--- config.mk ---
export PLATFORM = sky130hd
export DESIGN_NAME = seq_layer
export DESIGN_NICKNAME = d
export VERILOG_FILES = /design/src/rtl/seq_layer_pkg.sv /design/src/rtl/seq_layer_mem.sv /design/src/rtl/seq_layer.sv
export SDC_FILE = /design/constraint.sdc
export NUM_CORES = 2
export LEC_CHECK = 0
export ABC_AREA = 1
export CAP_MARGIN = 25
export CELL_PAD_IN_SITES_DETAIL_PLACEMENT = 1
export CELL_PAD_IN_SITES_GLOBAL_PLACEMENT = 1
export CORE_AREA = 2 2 420 422
export CTS_BUF_LIST = sky130_fd_sc_hd__clkbuf_8 sky130_fd_sc_hd__clkbuf_16
export CTS_CLUSTER_DIAMETER = 50
export CTS_CLUSTER_SIZE = 25
export DETAILED_ROUTE_END_ITERATION = 12
export DIE_AREA = 0 0 422 424
export GPL_TIMING_DRIVEN = 1
export PLACE_DENSITY = 0.77
export SYNTH_ARGS = -nofsm -noshare
export SYNTH_HDL_FRONTEND = slang
export SYNTH_SLANG_ARGS = --single-unit
export TNS_END_PERCENT = 1
--- constraint.sdc ---
create_clock -name clk -period 6.1 [get_ports clk]
set_clock_uncertainty 0.1 [all_clocks]
set_input_delay 1.22 -clock clk [delete_from_list [all_inputs] [get_ports clk]]
set_output_delay 1.22 -clock clk [all_outputs]
set_load 0.01 [all_outputs]
--- src/rtl/seq_layer_pkg.sv ---
// ============================================================================
// Module : seq_layer_pkg
// Brief  : Shared FSM encodings, default parameters and config-map helpers
//          for the sequential classifier layer.
// Rev    : 1.0  initial release
// ============================================================================
`default_nettype none
`timescale 1ns/1ps

package seq_layer_pkg;

    localparam logic [1:0] ST_IDLE   = 2'd0;
    localparam logic [1:0] ST_ACC    = 2'd1;
    localparam logic [1:0] ST_ARGMAX = 2'd2;
    localparam logic [1:0] ST_DONE   = 2'd3;

    localparam int DEF_N_IN       = 20;
    localparam int DEF_N_OUT      = 10;
    localparam int DEF_W_WIDTH    = 8;
    localparam int DEF_ACC_WIDTH  = 14;
    localparam int DEF_IDX_WIDTH  = 4;
    localparam int DEF_ADDR_WIDTH = 8;

    // Biases sit directly after the N_OUT x N_IN weight block.
    function automatic int bias_base(input int n_in, input int n_out);
        return n_out * n_in;
    endfunction

endpackage

`default_nettype wire

--- src/rtl/seq_layer_mem.sv ---
// ============================================================================
// Module : seq_layer_mem
// Brief  : Weight/bias register file with config write decode; exposes one
//          weight column for all neurons plus every bias combinationally.
// Rev    : 1.0  initial release
// ============================================================================
`default_nettype none
`timescale 1ns/1ps

module seq_layer_mem
    import seq_layer_pkg::*;
#(
    parameter int N_IN       = DEF_N_IN,
    parameter int N_OUT      = DEF_N_OUT,
    parameter int W_WIDTH    = DEF_W_WIDTH,
    parameter int ADDR_WIDTH = DEF_ADDR_WIDTH,
    parameter int SEL_W      = 5
) (
    input  logic                     clk,
    input  logic                     rst_n,
    input  logic                     i_busy,
    input  logic                     i_start_acc,
    input  logic                     i_commit,
    input  logic                     i_cfg_we,
    input  logic [ADDR_WIDTH-1:0]    i_cfg_addr,
    input  logic [W_WIDTH-1:0]       i_cfg_data,
    input  logic [SEL_W-1:0]         i_col_sel,
    output logic [N_OUT*W_WIDTH-1:0] o_col,
    output logic [N_OUT*W_WIDTH-1:0] o_bias
);

    localparam int c_BIAS_BASE = bias_base(N_IN, N_OUT);

    logic [W_WIDTH-1:0]    r_w [N_OUT][N_IN];
    logic [W_WIDTH-1:0]    r_b [N_OUT];

    logic                  r_pend_v;
    logic [ADDR_WIDTH-1:0] r_pend_addr;
    logic [W_WIDTH-1:0]    r_pend_data;

    logic                  w_wr_en;
    logic [ADDR_WIDTH-1:0] w_wr_addr;
    logic [W_WIDTH-1:0]    w_wr_data;

    // A write landing on the start edge is parked so the running inference
    // never sees it; it retires at the result edge (or on reset).
    always_comb begin
        w_wr_en   = 1'b0;
        w_wr_addr = i_cfg_addr;
        w_wr_data = i_cfg_data;
        if (r_pend_v && (i_commit || !rst_n)) begin
            w_wr_en   = 1'b1;
            w_wr_addr = r_pend_addr;
            w_wr_data = r_pend_data;
        end else if (i_cfg_we && !i_busy && !i_start_acc) begin
            w_wr_en   = 1'b1;
        end
    end

    always_ff @(posedge clk) begin
        if (!rst_n) begin
            r_pend_v <= 1'b0;
        end else if (i_cfg_we && !i_busy && i_start_acc) begin
            r_pend_v    <= 1'b1;
            r_pend_addr <= i_cfg_addr;
            r_pend_data <= i_cfg_data;
        end else if (i_commit) begin
            r_pend_v <= 1'b0;
        end
    end

    always_ff @(posedge clk) begin
        if (w_wr_en) begin
            for (int o = 0; o < N_OUT; o++) begin
                for (int i = 0; i < N_IN; i++) begin
                    if (w_wr_addr == ADDR_WIDTH'(o * N_IN + i))
                        r_w[o][i] <= w_wr_data;
                end
                if (w_wr_addr == ADDR_WIDTH'(c_BIAS_BASE + o))
                    r_b[o] <= w_wr_data;
            end
        end
    end

    generate
        for (genvar o = 0; o < N_OUT; o++) begin : g_out
            assign o_col[o*W_WIDTH +: W_WIDTH]  = r_w[o][i_col_sel];
            assign o_bias[o*W_WIDTH +: W_WIDTH] = r_b[o];
        end
    endgenerate

endmodule

`default_nettype wire

--- src/rtl/seq_layer.sv ---
// ============================================================================
// Module : seq_layer
// Brief  : Sequential classifier layer: per-pixel accumulate, then argmax.
//          Optional `score` output enabled by SEQ_LAYER_SCORE_OUT_EN.
// Rev    : 1.0  initial release
// ============================================================================
`default_nettype none
`timescale 1ns/1ps

module seq_layer
    import seq_layer_pkg::*;
#(
    parameter int N_IN       = DEF_N_IN,
    parameter int N_OUT      = DEF_N_OUT,
    parameter int W_WIDTH    = DEF_W_WIDTH,
    parameter int ACC_WIDTH  = DEF_ACC_WIDTH,
    parameter int IDX_WIDTH  = DEF_IDX_WIDTH,
    parameter int ADDR_WIDTH = DEF_ADDR_WIDTH
) (
    input  logic                  clk,
    input  logic                  rst_n,
    input  logic [N_IN-1:0]       x,
    input  logic                  start,
    output logic                  busy,
    output logic                  valid,
    output logic [IDX_WIDTH-1:0]  predict,
    input  logic                  cfg_we,
    input  logic [ADDR_WIDTH-1:0] cfg_addr,
    input  logic [W_WIDTH-1:0]    cfg_data
`ifdef SEQ_LAYER_SCORE_OUT_EN
    ,
    output logic signed [ACC_WIDTH-1:0] score
`endif
);

    localparam int SEL_W = (N_IN > 1) ? $clog2(N_IN) : 1;

    logic [1:0]                  r_state;
    logic                        r_busy;
    logic                        r_valid;
    logic [IDX_WIDTH-1:0]        r_predict;
    logic [N_IN-1:0]             r_x;
    logic [SEL_W-1:0]            r_i;
    logic [IDX_WIDTH-1:0]        r_k;
    logic signed [ACC_WIDTH-1:0] r_acc [N_OUT];
    logic signed [ACC_WIDTH-1:0] r_best;
    logic [IDX_WIDTH-1:0]        r_idx;

    logic                        w_start_acc;
    logic                        w_result;
    logic [N_OUT*W_WIDTH-1:0]    w_col;
    logic [N_OUT*W_WIDTH-1:0]    w_bias;
    logic signed [ACC_WIDTH-1:0] w_add  [N_OUT];
    logic signed [ACC_WIDTH-1:0] w_bext [N_OUT];
    logic signed [ACC_WIDTH-1:0] w_acc_k;

    // DONE is entered with busy still high; the first DONE cycle publishes.
    assign w_start_acc = rst_n && start &&
                         ((r_state == ST_IDLE) || (r_state == ST_DONE && r_valid));
    assign w_result    = (r_state == ST_DONE) && !r_valid;
    assign w_acc_k     = r_acc[r_k];

    seq_layer_mem #(
        .N_IN       (N_IN),
        .N_OUT      (N_OUT),
        .W_WIDTH    (W_WIDTH),
        .ADDR_WIDTH (ADDR_WIDTH),
        .SEL_W      (SEL_W)
    ) u_mem (
        .clk         (clk),
        .rst_n       (rst_n),
        .i_busy      (r_busy),
        .i_start_acc (w_start_acc),
        .i_commit    (w_result),
        .i_cfg_we    (cfg_we),
        .i_cfg_addr  (cfg_addr),
        .i_cfg_data  (cfg_data),
        .i_col_sel   (r_i),
        .o_col       (w_col),
        .o_bias      (w_bias)
    );

    generate
        for (genvar o = 0; o < N_OUT; o++) begin : g_ext
            logic [W_WIDTH-1:0] w_wv;
            logic [W_WIDTH-1:0] w_bv;
            assign w_wv      = w_col[o*W_WIDTH +: W_WIDTH];
            assign w_bv      = w_bias[o*W_WIDTH +: W_WIDTH];
            assign w_add[o]  = r_x[r_i] ? {{(ACC_WIDTH-W_WIDTH){w_wv[W_WIDTH-1]}}, w_wv}
                                        : '0;
            assign w_bext[o] = {{(ACC_WIDTH-W_WIDTH){w_bv[W_WIDTH-1]}}, w_bv};
        end
    endgenerate

    always_ff @(posedge clk) begin
        if (!rst_n) begin
            r_state   <= ST_IDLE;
            r_busy    <= 1'b0;
            r_valid   <= 1'b0;
            r_predict <= '0;
            r_x       <= '0;
            r_i       <= '0;
            r_k       <= '0;
            r_best    <= '0;
            r_idx     <= '0;
            for (int o = 0; o < N_OUT; o++) r_acc[o] <= '0;
        end else if (w_start_acc) begin
            r_x     <= x;
            r_i     <= '0;
            r_valid <= 1'b0;
            r_busy  <= 1'b1;
            r_state <= ST_ACC;
            for (int o = 0; o < N_OUT; o++) r_acc[o] <= w_bext[o];
        end else begin
            case (r_state)
                ST_ACC: begin
                    for (int o = 0; o < N_OUT; o++) r_acc[o] <= r_acc[o] + w_add[o];
                    if (r_i == SEL_W'(N_IN - 1)) begin
                        r_state <= ST_ARGMAX;
                        r_k     <= '0;
                    end else begin
                        r_i <= r_i + 1'b1;
                    end
                end
                ST_ARGMAX: begin
                    if (r_k == '0) begin
                        r_best <= w_acc_k;
                        r_idx  <= '0;
                    end else if (w_acc_k > r_best) begin
                        r_best <= w_acc_k;
                        r_idx  <= r_k;
                    end
                    if (r_k == IDX_WIDTH'(N_OUT - 1)) r_state <= ST_DONE;
                    else                              r_k     <= r_k + 1'b1;
                end
                ST_DONE: begin
                    if (!r_valid) begin
                        r_predict <= r_idx;
                        r_valid   <= 1'b1;
                        r_busy    <= 1'b0;
                    end
                end
                default: ;
            endcase
        end
    end

`ifdef SEQ_LAYER_SCORE_OUT_EN
    logic signed [ACC_WIDTH-1:0] r_score;

    always_ff @(posedge clk) begin
        if (!rst_n)        r_score <= '0;
        else if (w_result) r_score <= r_best;
    end

    assign score = r_score;
`endif

    assign busy    = r_busy;
    assign valid   = r_valid;
    assign predict = r_predict;

endmodule

`default_nettype wire

# Word level (Yosys, flattened, before mapping)
# Memories as Yosys holds them, arrays and structs flattened. A register that Yosys moved wholly into a read port is not among the register bits.
# Index checks and enable logic that the tools add are counted.
# W data, S select, Z words.
# word_totals
regBits,72
latch_bits,0
ramBits,1820
mem_bits_ro,0
input_bits,40
output_inout_bits,6
word_cells,1101
mem_count,3
# op_classes
n_addsub,12
multipliers,0
n_div,0
magnitude_cmp,3
eq_ne,220
n_shift,0
mux,776
bitwise,25
reduce_logical,49
# memory_table
name,words,width,read_ports,rd_clocked_by_memory_dff,wr,line,text
u_mem.r_w,10,160,10,0,1,seq_layer_mem.sv:34,logic [W_WIDTH-1:0] r_w [N_OUT][N_IN];
r_acc,10,14,11,1,10,seq_layer.sv:45,logic signed [ACC_WIDTH-1:0] r_acc [N_OUT];
u_mem.r_b,10,8,10,0,1,seq_layer_mem.sv:35,logic [W_WIDTH-1:0] r_b [N_OUT];
# ops
op,count
$mux W160,9
$reduce_or A160 Y1,9
$eq A8 B8 Y1 const B,82
$mux W1,656
$eq A8 B7 Y1 const B,64
$mux W14,32
$bmux W8 S5,10
$eq A8 B6 Y1 const B,32
$mux W8,31
$mux W20,9
$add A14 B14 Y14,10
$eq A8 B5 Y1 const B,16
$mux W4,24
$reduce_or A8 Y1,9
$eq A8 B4 Y1 const B,8
$eq A8 B3 Y1 const B,4
$or A1 B1 Y1,20
$eq A8 B2 Y1 const B,2
$gt A14 B14 Y1,1
$reduce_and A3 Y1,4
$eq A8 B1 Y1 const B,1
$logic_and A1 B1 Y1,8
$logic_not A8 Y1,1
$pmux W4 S2,1
25 further kinds,42

# Logic depth before layout (Yosys ltp)
# logic_depth
ltp_word,20
depth_mapped,27
ltp_nobuf,23

# Modules after synthesis
# A second synthesis with hierarchy kept.
# unflattened
hier_cells,9263
area_unflattened_um2,89143.0
# modules_own_cells
module,n_inst,cells_each,area_each_um2,seq_area_each_um2
seq_layer_mem,1,6941,72419.5,50948.9
seq_layer,1,2322,16723.5,5385.2

# Worst setup path before layout
# No wires, ideal clock.
# synth_timing
path_type,input-to-reg
startpoint,in rst_n
endpoint,"mem r_acc[0][0] (netlist bit), enable pin"
setup_time_ns,0.490
arrival_time_ns,4.942
required_ns,5.510
slack_ns,0.568
cell_stages,7
n_path_buf,3
cell_sequence,buf_2 > nand2_1 > nor2_1 > clkbuf_1 > nor2_1 > clkbuf_1 > nand2_1
# synth_lines
item,line,text
start: declaration,seq_layer.sv:21,"input logic rst_n,"
end: declaration,seq_layer.sv:45,

==> summary.md <==
| Metric | Value |
|---|---|
| Status | finished, final reports clean |
| Final std cells w/o fill | 9958 |
| Via density | 5.998 |
| I/O Buffers | 45 |
| Die Y | 424 um |
| P_int | 0.02439 W |
| First-pass GRT wire length | 392.6 mm |
| Launching point of the worst reg2reg path | r_i[0]$_SDFFE_PP0P_ |
| Syn_area_per_cell | 11.04 um2 |
| Hold Crit Depth | 2 |
| Initial antenna violation count | 9 |
| Max-slew violations | 0 |
| # fillers | 18417 |
| DRT Wirelength | 263.3 mm |
| Chip Width | 422 um |
| DR DRC count | 0 |
| Routed via count | 59733 |
| Pin count of the biggest net entering global routing | 154 |
| Ys Warns | 0 |
| Area growth syn-to-layout | 10.82% |
| Rows | 154 |
| Syn nets | 7756 |
| Area contributors post-synth | edfxtp_1, o21ai_0, nand2_1 |
| Longest Clk Path Bufs | 3 |
| Synth area leader | edfxtp_1 |
| Crit end category | register |
| Cts hold-fix bufs | 0 |
| Maximum VDD drop | 0.3135 mV |
| Mapped Area | 83420 um2 |
| Type of element launching the critical path | register |
| Overall Global Routing Usage | 0.2904 |
| Final #Nets | 7666 |
| CP dominant cell by count | nand2_1 |
| Period utilization | 0.8797 |
| Clock Latency Late Sink | 0.87 ns |
| Reg power frac | 0.396 |
| CTS tree | yes |
| Most frequent cells in the layout | edfxtp_1, nand2_1, nor2_1 |
| Main flop type after synthesis | edfxtp_1 |
| Worst path cell trace | inv_8 > buf_12 > buf_4 > o21ai_0 > o22ai_1 > nand2_1 > nand3_1 > a21oi_1 > o21ai_1 > nand2_1 > inv_1 > fa_1 > nand3_1 > nand2_1 > nand2_1 > nand2_1 > a21oi_1 > o21ai_0 > nand3_1 > nand2_1 > nand2_1 > nand3_1 > nand2_1 |
| Slew @ Worst Pin | 1.203 ns |
| Starting DRC count in detailed routing | 6500 |
| Clock network power share | 0.290 |
| Clk sinks | 1896 |
| Post-synth EDFFs | 1836 |
| Synth async-reset ratio | 0 |
| Total iterations of the first detailed-routing run | 6 |
| Most common cell after layout, fill and taps aside | edfxtp_1 |
| Number of failing hold endpoints at the final stage | 0 |
| Post-CTS Setup Bufs | 0 |
| Worst r2r path cells | 23 |
| Floorplan Core Area | 175000 um2 |
| Synth top area share | 0.6609 |
| Final setup viols | 0 |
| CP required | 6.57 ns |
| Clock period minus worst slack | 5.366 ns |
| Sw frac | 0.3790 |
| Gate Count Post-Synth | 7554 |
| Hold WC Path Type | reg2reg |
| Fmax | 186.4 MHz |
| Crit path kind | reg2reg |
| Starting Density | 0.4768 |
| Worst reg2reg endpoint | r_acc[4][10]$_SDFFCE_PN0P_ |
| Routed len/inst | 26.44 um |
| CP max stage cell | inv_8 |
| Crit path max fanout | 88 |
| Synth cell types | 44 |
| Normalized max-slew margin | 0.1983 |
| Worst R2R Setup Slack | 0.73 ns |
| Hold path endpoint | r_best[13]$_SDFFE_PN0P_ |
| Hold_sp | r_best[13]$_SDFFE_PN0P_ |
| Leak | 33.65 nW |
| Synth Register Bits | 1896 |
| Root Buffer | clkbuf_16 |
| Placed insts | 9629 |
| Vias in the first global route | 61586 |
| CP peak stage delay | 0.56 ns |
| I/O Pins | 46 |
| Die area | 178900 um2 |
| P_sw | 0.01489 W |
| PwrDens | 424.8 nW/um2 |
| Post-CTS sizing | 0 |
| Cts bufs inserted | 167 |
| Placer Congestion | 0.9061 |
| Detail Placement HPWL | 161.5 mm |
| RSZ-0062 raised after global routing | no |
| Part of the power in combinational logic | 0.313 |
| Clock Pin Slew Worst Setup and Hold Paths | 0.06 ns |
| H-tree depth | 4 |
| Routed Antenna Nets | 0 |
| Layout cell share with drive strength beyond 1 | 0.06491 |
| Total negative slack | 0 ns |
| Seq/Total Area, Yosys | 0.6753 |
| Max-cap violations | 0 |
| Gr ovfl total | 0 |
| Worst Path Arrival | 5.83 ns |
-- cell usage after synthesis, types with 4 or more instances --
cell type	n
a21oi_1	256
a22o_1	15
a31oi_1	4
buf_1	31
buf_2	110
buf_4	17
buf_6	14
clkbuf_1	254
clkinv_1	4
dfxtp_1	60
edfxtp_1	1836
fa_1	10
ha_1	152
inv_1	526
inv_2	5
mux2_2	8
mux2i_1	26
nand2_1	1215
nand2_2	6
nand3_1	349
nand3b_1	15
nand4_1	9
nor2_1	1093
nor2_2	8
nor3_1	12
o2111ai_1	16
o211ai_1	40
o21ai_0	917
o21ai_1	74
o21ai_2	6
o21bai_1	19
o22ai_1	362
or2_2	20
xnor2_1	24
xor2_1	32
-- registers in the layout, indices dropped and copies added (netlist names), 5 cells and up, named ones only --
name / count
u_mem.r_w: 1600
r_acc: 140
u_mem.r_b: 80
r_x: 20
r_best: 14
u_mem.r_pend_addr: 8
u_mem.r_pend_data: 8
r_i: 5
-- metal layers --
metal	vias to the layer above	routed length, um	GRT usage
li1	26445	-	-
met1	30381	107400	0.3869
met2	2431	126500	0.4781
met3	468	19590	0.04659
met4	8	9685	0.1144
met5	-	54	0
-- cell type report --
cell class,count,area [um2],area share
repair buffers,169,1889,0.02044
clock inverters,147,1707,0.01846
well taps,2340,2928,0.03167
multi-input cells,4695,23320,0.2523
inverters,535,2027,0.02193
flip-flops and latches,1896,56350,0.6095
clock buffers,168,4204,0.04548
diodes,8,20.02,0.0002166
-- worst max-delay path, delay by kind of cell, from the launching register on --
family	cells	cell delay (ns)
and+or+nand+nor	12	1.27
buffers and inverters	4	1.49
DFF	1	0.52
AOI/OAI and AO/OA	6	1.32
adders and majority gates	1	0.23
-- power groups by stage --
stage | Clock, W | Sequential (W) | Combinational (W)
3_5_place_dp | 0 | 0.0159 | 0.0120
3_3_place_gp | 0 | 0.0158 | 0.0115
5_1_grt | 0.0119 | 0.0156 | 0.0134
6_report | 0.0114 | 0.0156 | 0.0123
2_1_floorplan | 0 | 0.0157 | 0.00787
4_1_cts | 0.0115 | 0.0156 | 0.0121
-- cell families (layout without fill, tap and decap cells) --
family	after synthesis	count (layout)	synth area share
and+or+nand+nor	2730	2730	0.1304
DFF	1896	1896	0.6753
AOI/OAI and AO/OA	1713	1713	0.1118
buffers and inverters	963	1019	0.04716
adders and majority gates	162	162	0.02520
xor gates and xnor gates	56	56	0.005880
muxes	34	34	0.004200
other	0	8	0
-- through the flow --
stage / hold slack [ns] / util / setup slack [ns] / total power, W / cell area (um2)
2_1_floorplan: 0.3292 / - / 0.5685 / 0.02353 / 83420
3_3_place_gp: 0.3608 / 0.4935 / 1.062 / 0.02729 / 86350
3_5_place_dp: 0.3678 / 0.4935 / 0.9537 / 0.02784 / 86350
4_1_cts: 0.3877 / 0.5273 / 0.8752 / 0.03917 / 92260
5_1_grt: 0.4074 / 0.5283 / 0.4093 / 0.04094 / 92420
6_report: 0.3834 / 0.5284 / 0.7341 / 0.03927 / 92440
-- worst max path at each step --
stage / startpoint / endpoint / slack (ns) / cells after the start
detailed placement: r_i[0]$_SDFFE_PP0P_ / r_acc[4][11]$_SDFFCE_PN0P_ / 0.95 / 21
CTS: r_i[0]$_SDFFE_PP0P_ / r_acc[4][11]$_SDFFCE_PN0P_ / 0.88 / 21
floorplan: rst_n / r_acc[0][0]$_SDFFCE_PN0P_ / 0.57 / 7
finish: r_i[0]$_SDFFE_PP0P_ / r_acc[4][10]$_SDFFCE_PN0P_ / 0.73 / 23
global placement: r_i[0]$_SDFFE_PP0P_ / r_acc[2][8]$_SDFFCE_PN0P_ / 1.06 / 22
global route: r_i[0]$_SDFFE_PP0P_ / r_acc[4][11]$_SDFFCE_PN0P_ / 0.41 / 21
(Power assumes the default switching activity.)
